[src/rtl/floppy_sector_loader.sv]
// rtl/floppy_sector_loader.sv - loads one floppy sector from block storage into the sector buffer
module floppy_sector_loader #(
    parameter int          SECTOR_SIZE       = 512,
    parameter int          SECTORS_PER_TRACK = 10,
    parameter int          MAX_TRACK         = 82,
    parameter logic [15:0] BASE_LBA          = 16'h0000,
    parameter logic [23:0] TIMEOUT           = 24'd1000000
) (
    input  logic       clk,
    input  logic       reset,
    input  logic       clken,
    input  logic [7:0] cpu_command,
    input  logic [7:0] track,
    input  logic [7:0] sector,
    output logic [7:0] cpu_status,
    output logic       busy,
    output logic       blk_req,
    output logic [15:0] blk_lba,
    input  logic       blk_valid,
    input  logic [7:0] blk_data,
    input  logic       blk_err,
    output logic [8:0] buf_addr,
    output logic       buf_wr,
    output logic [7:0] buf_data
);

    localparam logic [1:0]  S_IDLE = 2'd0;
    localparam logic [1:0]  S_CALC = 2'd1;
    localparam logic [1:0]  S_XFER = 2'd2;
    localparam logic [1:0]  S_DONE = 2'd3;

    localparam logic [8:0]  LAST_BYTE = 9'(SECTOR_SIZE - 1);
    localparam logic [15:0] SPT       = 16'(SECTORS_PER_TRACK);
    localparam logic [7:0]  MAXT      = 8'(MAX_TRACK);
    localparam logic [23:0] TMO_LAST  = TIMEOUT - 24'd1;

    // Constant multiply by sectors-per-track unrolled into shifted adds.
    function automatic logic [15:0] mul_spt(input logic [15:0] v);
        logic [15:0] acc;
        acc = '0;
        for (int i = 0; i < 16; i++) begin
            if (SPT[i]) acc = acc + (v << i);
        end
        return acc;
    endfunction

    logic [1:0]  state;
    logic        lat_side;
    logic [7:0]  lat_track;
    logic [7:0]  lat_sector;
    logic [8:0]  byte_cnt;
    logic [23:0] tmo_cnt;

    logic [15:0] track_side;
    logic [15:0] lba_calc;
    logic        geometry_bad;
    logic        is_read;
    logic        is_ack;

    assign track_side   = {7'd0, lat_track, lat_side};
    assign lba_calc     = BASE_LBA + mul_spt(track_side) + {8'd0, lat_sector} - 16'd1;
    assign geometry_bad = (lat_sector == 8'd0) || ({8'd0, lat_sector} > SPT) || (lat_track > MAXT);
    assign is_read      = !cpu_command[7] && cpu_command[4];
    assign is_ack       = (cpu_command == 8'h80);
    assign busy         = (state != S_IDLE);

    always_ff @(posedge clk) begin
        if (reset) begin
            state      <= S_IDLE;
            lat_side   <= 1'b0;
            lat_track  <= 8'd0;
            lat_sector <= 8'd0;
            byte_cnt   <= 9'd0;
            tmo_cnt    <= 24'd0;
            cpu_status <= 8'h00;
            blk_req    <= 1'b0;
            blk_lba    <= 16'd0;
            buf_addr   <= 9'd0;
            buf_wr     <= 1'b0;
            buf_data   <= 8'd0;
        end else if (clken) begin
            // Write strobe lives for exactly one enabled cycle.
            buf_wr <= 1'b0;
            case (state)
                S_IDLE: begin
                    if (is_read) begin
                        lat_side   <= cpu_command[0];
                        lat_track  <= track;
                        lat_sector <= sector;
                        state      <= S_CALC;
                    end
                end
                S_CALC: begin
                    if (geometry_bad) begin
                        cpu_status <= 8'h01;
                        state      <= S_DONE;
                    end else begin
                        blk_lba  <= lba_calc;
                        blk_req  <= 1'b1;
                        byte_cnt <= 9'd0;
                        tmo_cnt  <= 24'd0;
                        state    <= S_XFER;
                    end
                end
                S_XFER: begin
                    // An error in the same cycle as data discards the byte.
                    if (blk_err) begin
                        blk_req    <= 1'b0;
                        cpu_status <= 8'h01;
                        state      <= S_DONE;
                    end else if (blk_valid) begin
                        buf_wr   <= 1'b1;
                        buf_addr <= byte_cnt;
                        buf_data <= blk_data;
                        byte_cnt <= byte_cnt + 9'd1;
                        tmo_cnt  <= 24'd0;
                        if (byte_cnt == LAST_BYTE) begin
                            blk_req    <= 1'b0;
                            cpu_status <= 8'h03;
                            state      <= S_DONE;
                        end
                    end else if (tmo_cnt == TMO_LAST) begin
                        blk_req    <= 1'b0;
                        cpu_status <= 8'h01;
                        state      <= S_DONE;
                    end else begin
                        tmo_cnt <= tmo_cnt + 24'd1;
                    end
                end
                S_DONE: begin
                    if (is_ack) begin
                        cpu_status <= 8'h00;
                        state      <= S_IDLE;
                    end
                end
                default: state <= S_IDLE;
            endcase
        end
    end

endmodule

[config.mk]
export PLATFORM = sky130hd
export DESIGN_NAME = floppy_sector_loader
export DESIGN_NICKNAME = d
export VERILOG_FILES = /design/src/rtl/floppy_sector_loader.sv
export SDC_FILE = /design/constraint.sdc
export NUM_CORES = 1
export LEC_CHECK = 0
export BUFFER_PORTS_ARGS = -buffer_cell sky130_fd_sc_hd__buf_2
export CAP_MARGIN = 0
export CORE_MARGIN = 2
export CORE_UTILIZATION = 48
export DETAILED_ROUTE_END_ITERATION = 8
export GPL_TIMING_DRIVEN = 1
export PLACE_DENSITY_LB_ADDON = 0.1
export SLEW_MARGIN = 25
export SYNTH_ARGS = -nofsm -noshare
export SYNTH_HDL_FRONTEND = slang
export SYNTH_SLANG_ARGS = --single-unit
[constraint.sdc]
create_clock -name clk -period 6.7 [get_ports clk]
set_clock_uncertainty 0.1 [all_clocks]
set_input_delay 1.005 -clock clk [delete_from_list [all_inputs] [get_ports clk]]
set_output_delay 1.005 -clock clk [all_outputs]
set_load 0.02 [all_outputs]
# --- Word-level counts from Yosys, hierarchy flattened ---
# Cells that the tools add are included.
word_totals:
  regBits: 95
  inputBits: 37
  out_inout_bits: 44
  word_cells: 86
op_classes:
  n_addsub: 5
  n_lt_le_gt_ge: 2
  eq_ne: 15
  mux: 33
  bitwise_logic: 2
  reduce_logical: 17
ops:
  columns: ["cell", "n"]
  rows:
  - ["$mux W24", 4]
  - ["$mux W8", 6]
  - ["$pmux W24 S2", 1]
  - ["$mux W9", 3]
  - ["$add A24 B1 Y24 const B", 1]
  - ["$eq A24 B20 Y1 const B", 1]
  - ["$pmux W8 S3", 1]
  - ["$reduce_and A5 Y1", 4]
  - ["$pmux W9 S2", 1]
  - ["$sub A14 B1 Y15 const B", 1]
  - ["$add A13 B8 Y14", 1]
  - ["$add A10 B12 Y13", 1]
  - ["$mux W2", 6]
  - ["$ne A2 B2 Y1 const B", 6]
  - ["$add A9 B1 Y9 const B", 1]
  - ["$eq A9 B9 Y1 const B", 1]
  - ["$mux W1", 9]
  - ["$eq A8 B8 Y1 const B", 1]
  - ["$gt A8 B4 Y1 const B", 1]
  - ["$gt A8 B7 Y1 const B", 1]
  - ["$logic_not A8 Y1", 1]
  - ["$ne A4 B4 Y1 const B", 2]
  - ["$pmux W2 S4", 1]
  - ["$reduce_and A3 Y1", 2]
  - ["13 further kinds", 17]

# --- Longest topological paths before layout ---
# Gate-level depths: netlist of run 1.
depth:
  ltp_word: 5
  depth_mapped: 12
  depth_no_buf: 12

# --- Worst setup path before layout of run 1 ---
# OpenSTA, ideal clock, no wires.
synth_path:
  path_kind: "flip-flop to flip-flop"
  start: "register lat_track[1]"
  end: "register blk_lba[14]"
  setup_time_ns: 0.070
  arrival_ns: 2.816
  required_ns: 6.530
  path_slack_ns: 3.714
  path_stages_with_launch: 12
  path_buffers: 0
  synth_period_minus_slack_ns: 2.986
  cell_sequence: "dfxtp_1 > inv_1 > ha_1 > inv_1 > fa_1 > fa_1 > a21oi_1 > o21ai_0 > a31oi_1 > o311ai_0 > a211o_1 > a21oi_1"
synth_between:
  elab_chain_cells: 4
  elab_cells_between_ends: 7
  cone_classes: "add/sub: 3; order compare: 1; bitwise: 1; reduce/logical: 2"
synth_lines:
  columns: ["item", "line", "source"]
  rows:
  - ["from (decl)", "49", "logic [7:0] lat_track;"]
  - ["from (signal assigned)", "88", "lat_track <= track;"]
  - ["parallel branches: the longest is 4 deep, another holds $sub A14 B1 Y15", null, null]
  - ["to (signal assigned)", "98", "blk_lba <= lba_calc;"]
  - ["to (decl)", "18", "output logic [15:0] blk_lba,"]
# Several ways; the timed one is not identified.
# A chain may end at the register's enable or synchronous reset.

# --- Final worst setup path of run 1 ---
# Same ends and word-level chain as after synthesis.

==> results.txt, run 1 <==
Worst Hold Depth = 2
Synth warnings = 0
Crit. End Element = flip-flop
I/O pin total = 81
CTS Sinks = 88
hold_sp = blk_lba[8]
number of synthesized flops with an enable pin = 0
crit-path cells = inv_1, ha_1, inv_1, fa_1, fa_1, a21oi_1, o21ai_0, a31oi_1, o311ai_0, a211o_1, a21oi_1
CP Data Arrival Time = 3.58 ns
DR pass1 iterations = 4
reg-to-reg slack, setup = 3.32 ns
total gr overflow = 0
PostCTS Resize Cnt = 0
row count = 37
GRT Total Usage = 21.8%
first-pass GRT wire length = 20000 µm
vias in the first global route = 4355
dpl hpwl = 8510 µm
nets = 758
CP startpoint = lat_track[1]
Avg Cell Area, Syn = 8.01 µm²
port bufs = 74
Worst Reg-to-Reg Cells = 11
Fillers = 1024
Max-cap violations = 0
Initial Util = 48.9%
clk slew on worst S/H paths = 0.09 ns
CTS tree = done
final worst slack = 3.32 ns
area leader, netlist = dfxtp_1
post-synth top area share = 35.2%
CORE AREA = 10200 µm²
Leak Pwr = 0.00216 µW
hold violation count in the final report = 0
antenna violations before repair = 0
post-CTS setup buffers = 0
Die Width = 106 µm
synthesized area = 5000 µm²
FF-to-FF End = blk_lba[14]
minimum clock period = 3.38 ns
synth top area cells = dfxtp_1 35%, ha_1 9.0%, nand2_1 8.0%
routability cong. = 0.890
critical path required time = 6.90 ns
Routed Antenna Nets = 0
RSZ-0062 raised after global routing = false
share of post-route cells with drive strength above 1 = 14.6%
Total Wirelength = 11600 µm
pre-CTS setup slack = 3.40 ns
hold buffer count at CTS = 0
Die Area = 11300 µm²
Worst-Margin Slew = 0.832 ns
kind of critical path = flip-flop to flip-flop
FF+latch count, synth = 88
Finished Cell Area = 5560 µm²
die height = 106 µm
Main synth FF type = dfxtp_1
multi-input logic area = 2870 µm²
total CTS buffers = 9
Final Hold Slack = 0.354 ns
power density cells = 197 nW/µm²
slowest stage cell, crit path = fa_1
CTS root buf = clkbuf_8
HP Class = flip-flop to flip-flop
VDD IR max = 0.0000982 V
Post-synth ARST share = 0%
H-tree depth = 3
DRC violations left = 0
Reg-to-Reg Start = lat_track[1]
crit share post-route = 50.4%
largest fanout on the critical path = 4
Hold EP = blk_lba[8]
Seq/Total Area, Yosys = 35.2%
Gate Count Post-Synth = 624
Starting DRT DRC Count = 188
DR vias = 4534
via density per instance = 5.53
f_max = 0.296 GHz
Register Area = 1760 µm²
largest net degree at the start of global routing = 71
setup TNS = 0 ns
Area growth syn-to-layout = 11.2%
drt wl/cell = 14.1 µm
ANT cells = 0
maximum buffer depth of the clock tree = 2
Clock Latency Late Sink = 0.37 ns
Final setup violation count = 0
Cell variety after synth = 63
Rel. slew slack = 44.5%
cell area after placement = 5380 µm²
outcome = finished, final reports clean
startpoint types = flip-flop
max-slew violation count = 0
Post-Route Utilization = 54.3%
Worst path max stage delay = 0.51 ns
[cell usage in the layout (no fill, tap or decap), types with 10 or more instances in the layout]
master    count
or4_1        15
nand3_1      23
ha_1         36
o31ai_1      13
clkbuf_8     10
buf_2        74
dfxtp_1      88
o21ai_1      16
a21oi_1      76
inv_1        53
o21ai_0      11
nor2_1       31
nand2_1     107
[worst max path at each step]
stage / to / slack [ns] / cells past startpoint
after floorplan: blk_lba[14] / 3.71 / 11
after global placement: blk_lba[14] / 3.52 / 11
after detailed placement: blk_lba[14] / 3.40 / 11
after CTS: blk_lba[14] / 3.37 / 11
after global routing: blk_lba[14] / 3.10 / 11
final: blk_lba[14] / 3.32 / 11
[routing by layer]
metal  wire [µm]  vias to the layer above  GRT usage [%]  part of all wire (%)
met5           0                        -              0                     0
met3         448                       17           3.37                   3.9
met1        5200                     2137           27.2                    45
li1            -                     2286              -                     -
met4         213                        0           8.83                   1.8
met2        5710                       94           37.7                    49
[cell type report]
| cell class | count | share of cell area (%) |
|---|---|---|
| Sequential cell | 88 | 31.7 |
| Clock inverter | 5 | 0.698 |
| Inverter | 53 | 3.58 |
| Multi-Input combinational cell | 452 | 51.6 |
| Clock buffer | 11 | 2.54 |
| Timing Repair Buffer | 75 | 6.80 |
| Tap cell | 136 | 3.06 |
[metrics by stage]
step / std cells / power [µW]
floorplan: 629 / 709
global placement: 804 / 751
CTS: 820 / 1110
finish: 820 / 1090
global route: 820 / 1160
detailed placement: 804 / 755
[cells by family (layout without fill, tap and decap cells)]
kind of cell,Yosys count,in the layout,share of synthesized area (%)
multiplexers,3,3,0.625
adder cells (fa/ha/maj),42,42,11.4
XOR/XNOR,10,10,1.75
other,1,6,0.0750
flip-flops,88,88,35.2
AND/OR/NAND/NOR,232,232,22.5
buffers and inverters,89,144,7.76
AO/OA/AOI/OAI,159,159,20.6
[worst max-delay path: cells and delay by family, from the launching register on]
kind,cells,cell delay (ns)
flip-flops,1,0.38
buffers and inverters,2,0.14
adder cells (fa/ha/maj),3,1.27
AO/OA/AOI/OAI,6,1.44
[where the power goes]
group / internal [µW] / leakage [µW] / switching [µW]
combinational: 78.7 / 0.00136 / 128
sequential: 530 / 0.000710 / 6.55
clock: 148 / 0.0000903 / 203
total: 757 / 0.00216 / 337
[synthesized netlist by cell type (2+ instances only)]
library cell and instances:
buf_2 4, or4b_1 6, nor2_1 31, and3_1 6, a31oi_1 5, mux2i_1 2
buf_6 2, nor4b_1 2, and2_1 4, inv_1 53, clkbuf_1 20, o21a_1 2
fa_1 6, a22o_1 2, o31ai_1 13, a21oi_1 76, a211o_1 3, nand3_1 23
nor3_1 8, or4_1 15, o21ai_0 11, dfxtp_1 88, xnor2_1 6, nor2b_1 4
nand4_1 5, nor4_1 5, or3_1 7, a2111oi_4 2, a211oi_1 7, nand2_1 107
ha_1 36, buf_4 9, nand2b_1 2, xor2_1 4, o21ai_1 16, a211oi_2 2
a21o_1 4
[state kept, by name, summed over array words and instances, names as in the netlist, 2 cells and up]
signal / cells
buf_addr: 9
state: 2
lat_track: 8
tmo_cnt: 24
cpu_status: 2
buf_data: 8
blk_lba: 15
byte_cnt: 9
lat_sector: 8
No activity file was read; power rests on OpenSTA's default activity.
==> run 2, diff against run 1 <==
Clock period 6.7 ns to 2.84 ns, I/O delays scaled along.
==> results.txt, run 2 (same netlist as run 1, synthesis figures left out) <==
outcome = complete, but fails checks
failing checks = setup timing
first-pass GRT wire length = 21100 µm
max-slew violation count = 0
clk slew on worst S/H paths = 0.09 ns
antenna violations before repair = 0
Register Area = 1770 µm²
total CTS buffers = 9
Max-cap violations = 0
max reg flops = 24
vias in the first global route = 4579
Post-Layout Cell Count = 863
dpl hpwl = 9010 µm
die height = 106 µm
CTS Sinks = 88
CP Data Arrival Time = 3.12 ns
largest fanout on the critical path = 3
crit-path cells = inv_2, ha_2, inv_1, ha_1, ha_2, fa_2, a21oi_2, o21ai_2, a31oi_1, buf_4, o311ai_4, a211o_1, a21oi_2
pre-CTS setup slack = -0.193 ns
Fillers = 974
DR vias = 4826
final worst slack = -0.0799 ns
setup TNS = -0.126 ns
placed cells = 838
HP Class = input port to flip-flop
routability cong. = 0.877
kind of critical path = flip-flop to flip-flop
most frequent cells in the layout = 107 x nand2_1, 80 x dfxtp_1, 74 x buf_2, 73 x a21oi_1, 44 x inv_1
Largest Register = tmo_cnt
Initial Util = 48.9%
share of post-route cells with drive strength above 1 = 25.3%
CTS tree = done
crit share post-route = 103%
Total Wirelength = 13100 µm
VDD IR max = 0.000272 V
CTS root buf = clkbuf_8
Regs by FF count = tmo_cnt (24), blk_lba (15)
via density per instance = 5.59
hold violation count in the final report = 0
row count = 37
port bufs = 74
drt wl/cell = 15.2 µm
most common cell after layout, fill and taps aside = nand2_1
I/O pin total = 81
Worst path max stage delay = 0.35 ns
Crit. End Element = flip-flop
DR pass1 iterations = 4
Die Area = 11300 µm²
Routed Antenna Nets = 0
minimum clock period = 2.92 ns
maximum buffer depth of the clock tree = 2
delay-heaviest family, CP = adder cells
startpoint types = flip-flop
DRC violations left = 0
Area growth syn-to-layout = 22.4%
CORE AREA = 10200 µm²
multi-input logic area = 3120 µm²
H-tree depth = 3
GRT Total Usage = 23.0%
RSZ-0062 raised after global routing = true
critical path required time = 3.04 ns
ANT cells = 0
Starting DRT DRC Count = 185
power density cells = 458 nW/µm²
nets = 801
Rel. slew slack = 45.2%
f_max = 0.342 GHz
cell area after placement = 5640 µm²
Bufs and invs on worst path = 3
Leak Pwr = 0.00241 µW
Clock Latency Late Sink = 0.37 ns
Post-Route Utilization = 59.9%
Die Width = 106 µm
Final setup violation count = 3
slowest stage cell, crit path = fa_2
Finished Cell Area = 6120 µm²
largest net degree at the start of global routing = 36
total gr overflow = 0
Worst-Margin Slew = 0.822 ns
==> run 2: cell count changes in the layout (fill, tap and decap cells not counted), moves of 3 or more <==
| cell | previous run | this run |
|---|---|---|
| dfxtp_2 | 0 | 8 |
| inv_4 | 0 | 3 |
| o21ai_0 | 11 | 7 |
| ha_1 | 36 | 26 |
| dfxtp_1 | 88 | 80 |
| a21oi_1 | 76 | 73 |
| inv_2 | 0 | 6 |
| buf_4 | 1 | 42 |
| ha_4 | 0 | 8 |
| inv_1 | 53 | 44 |
==> run 2: cell type report <==
class | instances | area share [%]
multi-input cells | 454 | 50.9
flip-flops and latches | 88 | 28.9
repair buffers | 116 | 11.2
inverters | 53 | 3.37
well taps | 136 | 2.78
clock buffers | 10 | 2.08
clock inverters | 6 | 0.715
==> run 2: metrics by stage <==
step                hold WS [ns]  power (µW)
finish                     0.180        2800
global route               0.177        2940
CTS                        0.171        2730
detailed placement         0.343        1850
global placement           0.339        1830
floorplan                  0.336        1680
==> run 2: power by group <==
part / switching [µW] / internal, µW / leakage [µW]
clock network: 475 / 325 / 0.0000923
registers: 15.0 / 1250 / 0.000714
logic: 411 / 327 / 0.00160
==> run 2: path summary, 6_finish.rpt <==
kind / start / endpoint / slack (ns) / cells past startpoint
setup reg to reg: lat_track[0] / blk_lba[14] / -0.08 / 13
hold / removal: track[5] / lat_track[5] / 0.18 / 3
setup / recovery: lat_track[0] / blk_lba[14] / -0.08 / 13
hold reg to reg: buf_addr[3] / buf_addr[3] / 0.35 / 2
==> run 2: timing repair <==
| action | 4_1_cts | 5_1_grt |
|---|---|---|
| cloned | 0 | 2 |
| hold buffers | 0 | 0 |
| setup endpoints to repair | 6 | 18 |
| setup buffers | 3 | 5 |
| pin swaps | 15 | 22 |
| endpoints found under the hold margin | 0 | 0 |
| resized for setup | 29 | 23 |
==> run 2: worst min-delay path, stage by stage <==
cell and delay (ns):
buf_2 0.10, nand2_1 0.05, a21oi_1 0.05
==> run 2: per-layer routing <==
metal	vias up	global-route usage [%]	share of wire (%)
li1	2384	-	-
met1	2301	27.8	42
met2	115	40.9	52
met3	26	4.48	3.7
met4	0	7.99	2.1
met5	-	0	0
==> run 3, diff against run 2 <==
Clock period 2.84 ns to 3.5 ns, I/O delays scaled along.
==> results.txt, run 3 (same netlist as run 1, synthesis figures left out) <==
vias in the first global route = 4401
port bufs = 74
Total Wirelength = 11900 µm
Rel. slew slack = 42.0%
total CTS buffers = 9
Final setup violation count = 0
CP Data Arrival Time = 3.39 ns
f_max = 0.315 GHz
CTS root buf = clkbuf_8
Worst-Margin Slew = 0.869 ns
via density per instance = 5.50
most common cell after layout, fill and taps aside = nand2_1
Post-Layout Cell Count = 822
Bufs and invs on worst path = 2
first-pass GRT wire length = 20100 µm
outcome = finished, final reports clean
routability cong. = 0.914
total gr overflow = 0
crit-path cells = inv_1, ha_1, inv_1, fa_1, fa_1, a21oi_1, o21ai_0, a31oi_1, o311ai_1, a211o_1, a21oi_1
drt wl/cell = 14.5 µm
max reg flops = 24
Crit. End Element = flip-flop
Clock Latency Late Sink = 0.38 ns
RSZ-0062 raised after global routing = false
power density cells = 373 nW/µm²
nets = 761
die height = 106 µm
total power = 2080 µW
VDD IR max = 0.000177 V
CTS tree = done
most frequent cells in the layout = 107 x nand2_1, 88 x dfxtp_1, 76 x a21oi_1, 74 x buf_2, 53 x inv_1
max-slew violation count = 0
hold violation count in the final report = 0
post-CTS setup buffers = 0
minimum clock period = 3.18 ns
CORE AREA = 10200 µm²
delay-heaviest family, CP = compound AO/OA/AOI/OAI gates
slowest stage cell, crit path = fa_1
setup TNS = 0 ns
largest net degree at the start of global routing = 38
largest fanout on the critical path = 4
Worst path max stage delay = 0.50 ns
dpl hpwl = 8770 µm
Die Area = 11300 µm²
Regs by FF count = tmo_cnt (24), blk_lba (15)
HP Class = input port to flip-flop
DR pass1 iterations = 5
maximum buffer depth of the clock tree = 2
row count = 37
CTS Sinks = 88
Starting DRT DRC Count = 204
GRT Total Usage = 22.2%
hold buffer count at CTS = 0
Leak Pwr = 0.00217 µW
kind of critical path = flip-flop to flip-flop
ANT cells = 0
crit share post-route = 90.7%
startpoint types = flip-flop
Largest Register = tmo_cnt
Die Width = 106 µm
PostCTS Resize Cnt = 0
DRC violations left = 0
clk slew on worst S/H paths = 0.10 ns
placed cells = 807
critical path required time = 3.71 ns
I/O pin total = 81
Area growth syn-to-layout = 11.4%
Initial Util = 48.9%
Max-cap violations = 0
share of post-route cells with drive strength above 1 = 15.0%
antenna violations before repair = 0
Routed Antenna Nets = 0
H-tree depth = 3
DR vias = 4520
-- run 3: worst reg2reg max path, stage by stage (launching register included) --
cell      delay (ns)
dfxtp_1         0.38
inv_1           0.08
ha_1            0.27
inv_1           0.05
fa_1            0.50
fa_1            0.47
a21oi_1         0.18
o21ai_0         0.13
a31oi_1         0.29
o311ai_1        0.20
a211o_1         0.33
a21oi_1         0.13
-- run 3: worst paths after layout --
kind / startpoint / endpoint / slack [ns] / cells past startpoint
worst max-delay path: lat_track[1] / blk_lba[14] / 0.32 / 11
worst min-delay path: blk_data[0] / buf_data[0] / 0.28 / 3
worst max register to register: lat_track[1] / blk_lba[14] / 0.32 / 11
worst min register to register: buf_addr[0] / buf_addr[0] / 0.35 / 2
-- run 3: power breakdown --
part / total (µW) / internal, µW / switching, µW / leakage (µW)
Clock: 651 / 258 / 393 / 0.0000852
Sequential: 1030 / 1010 / 12.0 / 0.000710
Combinational: 401 / 152 / 249 / 0.00138
-- run 3: cell type report --
| type | instances | area [µm²] |
|---|---|---|
| inverter | 53 | 199 |
| sequential | 88 | 1760 |
| fill | 1012 | 4660 |
| timing repair buffer | 78 | 400 |
| clock inverter | 6 | 47.5 |
| multi-input combinational | 452 | 2870 |
| clock buffer | 9 | 124 |
| tap | 136 | 170 |
-- run 3: layer usage --
metal | track usage, % | up-vias | wire [µm]
met5 | 0 | - | 0
met1 | 27.2 | 2128 | 5340
li1 | - | 2286 | -
met4 | 7.52 | 0 | 237
met2 | 38.9 | 86 | 5850
met3 | 4.48 | 20 | 510
-- run 3: stage by stage --
step	cell area (µm²)	hold slack (ns)	setup WS, ns	utilization (%)
6_report	5570	0.282	0.324	54.5
5_1_grt	5570	0.266	0.0603	54.5
4_1_cts	5570	0.269	0.235	54.5
3_5_place_dp	5400	0.343	0.245	52.8
3_3_place_gp	5400	0.340	0.318	52.8
2_1_floorplan	5020	0.336	0.514	-
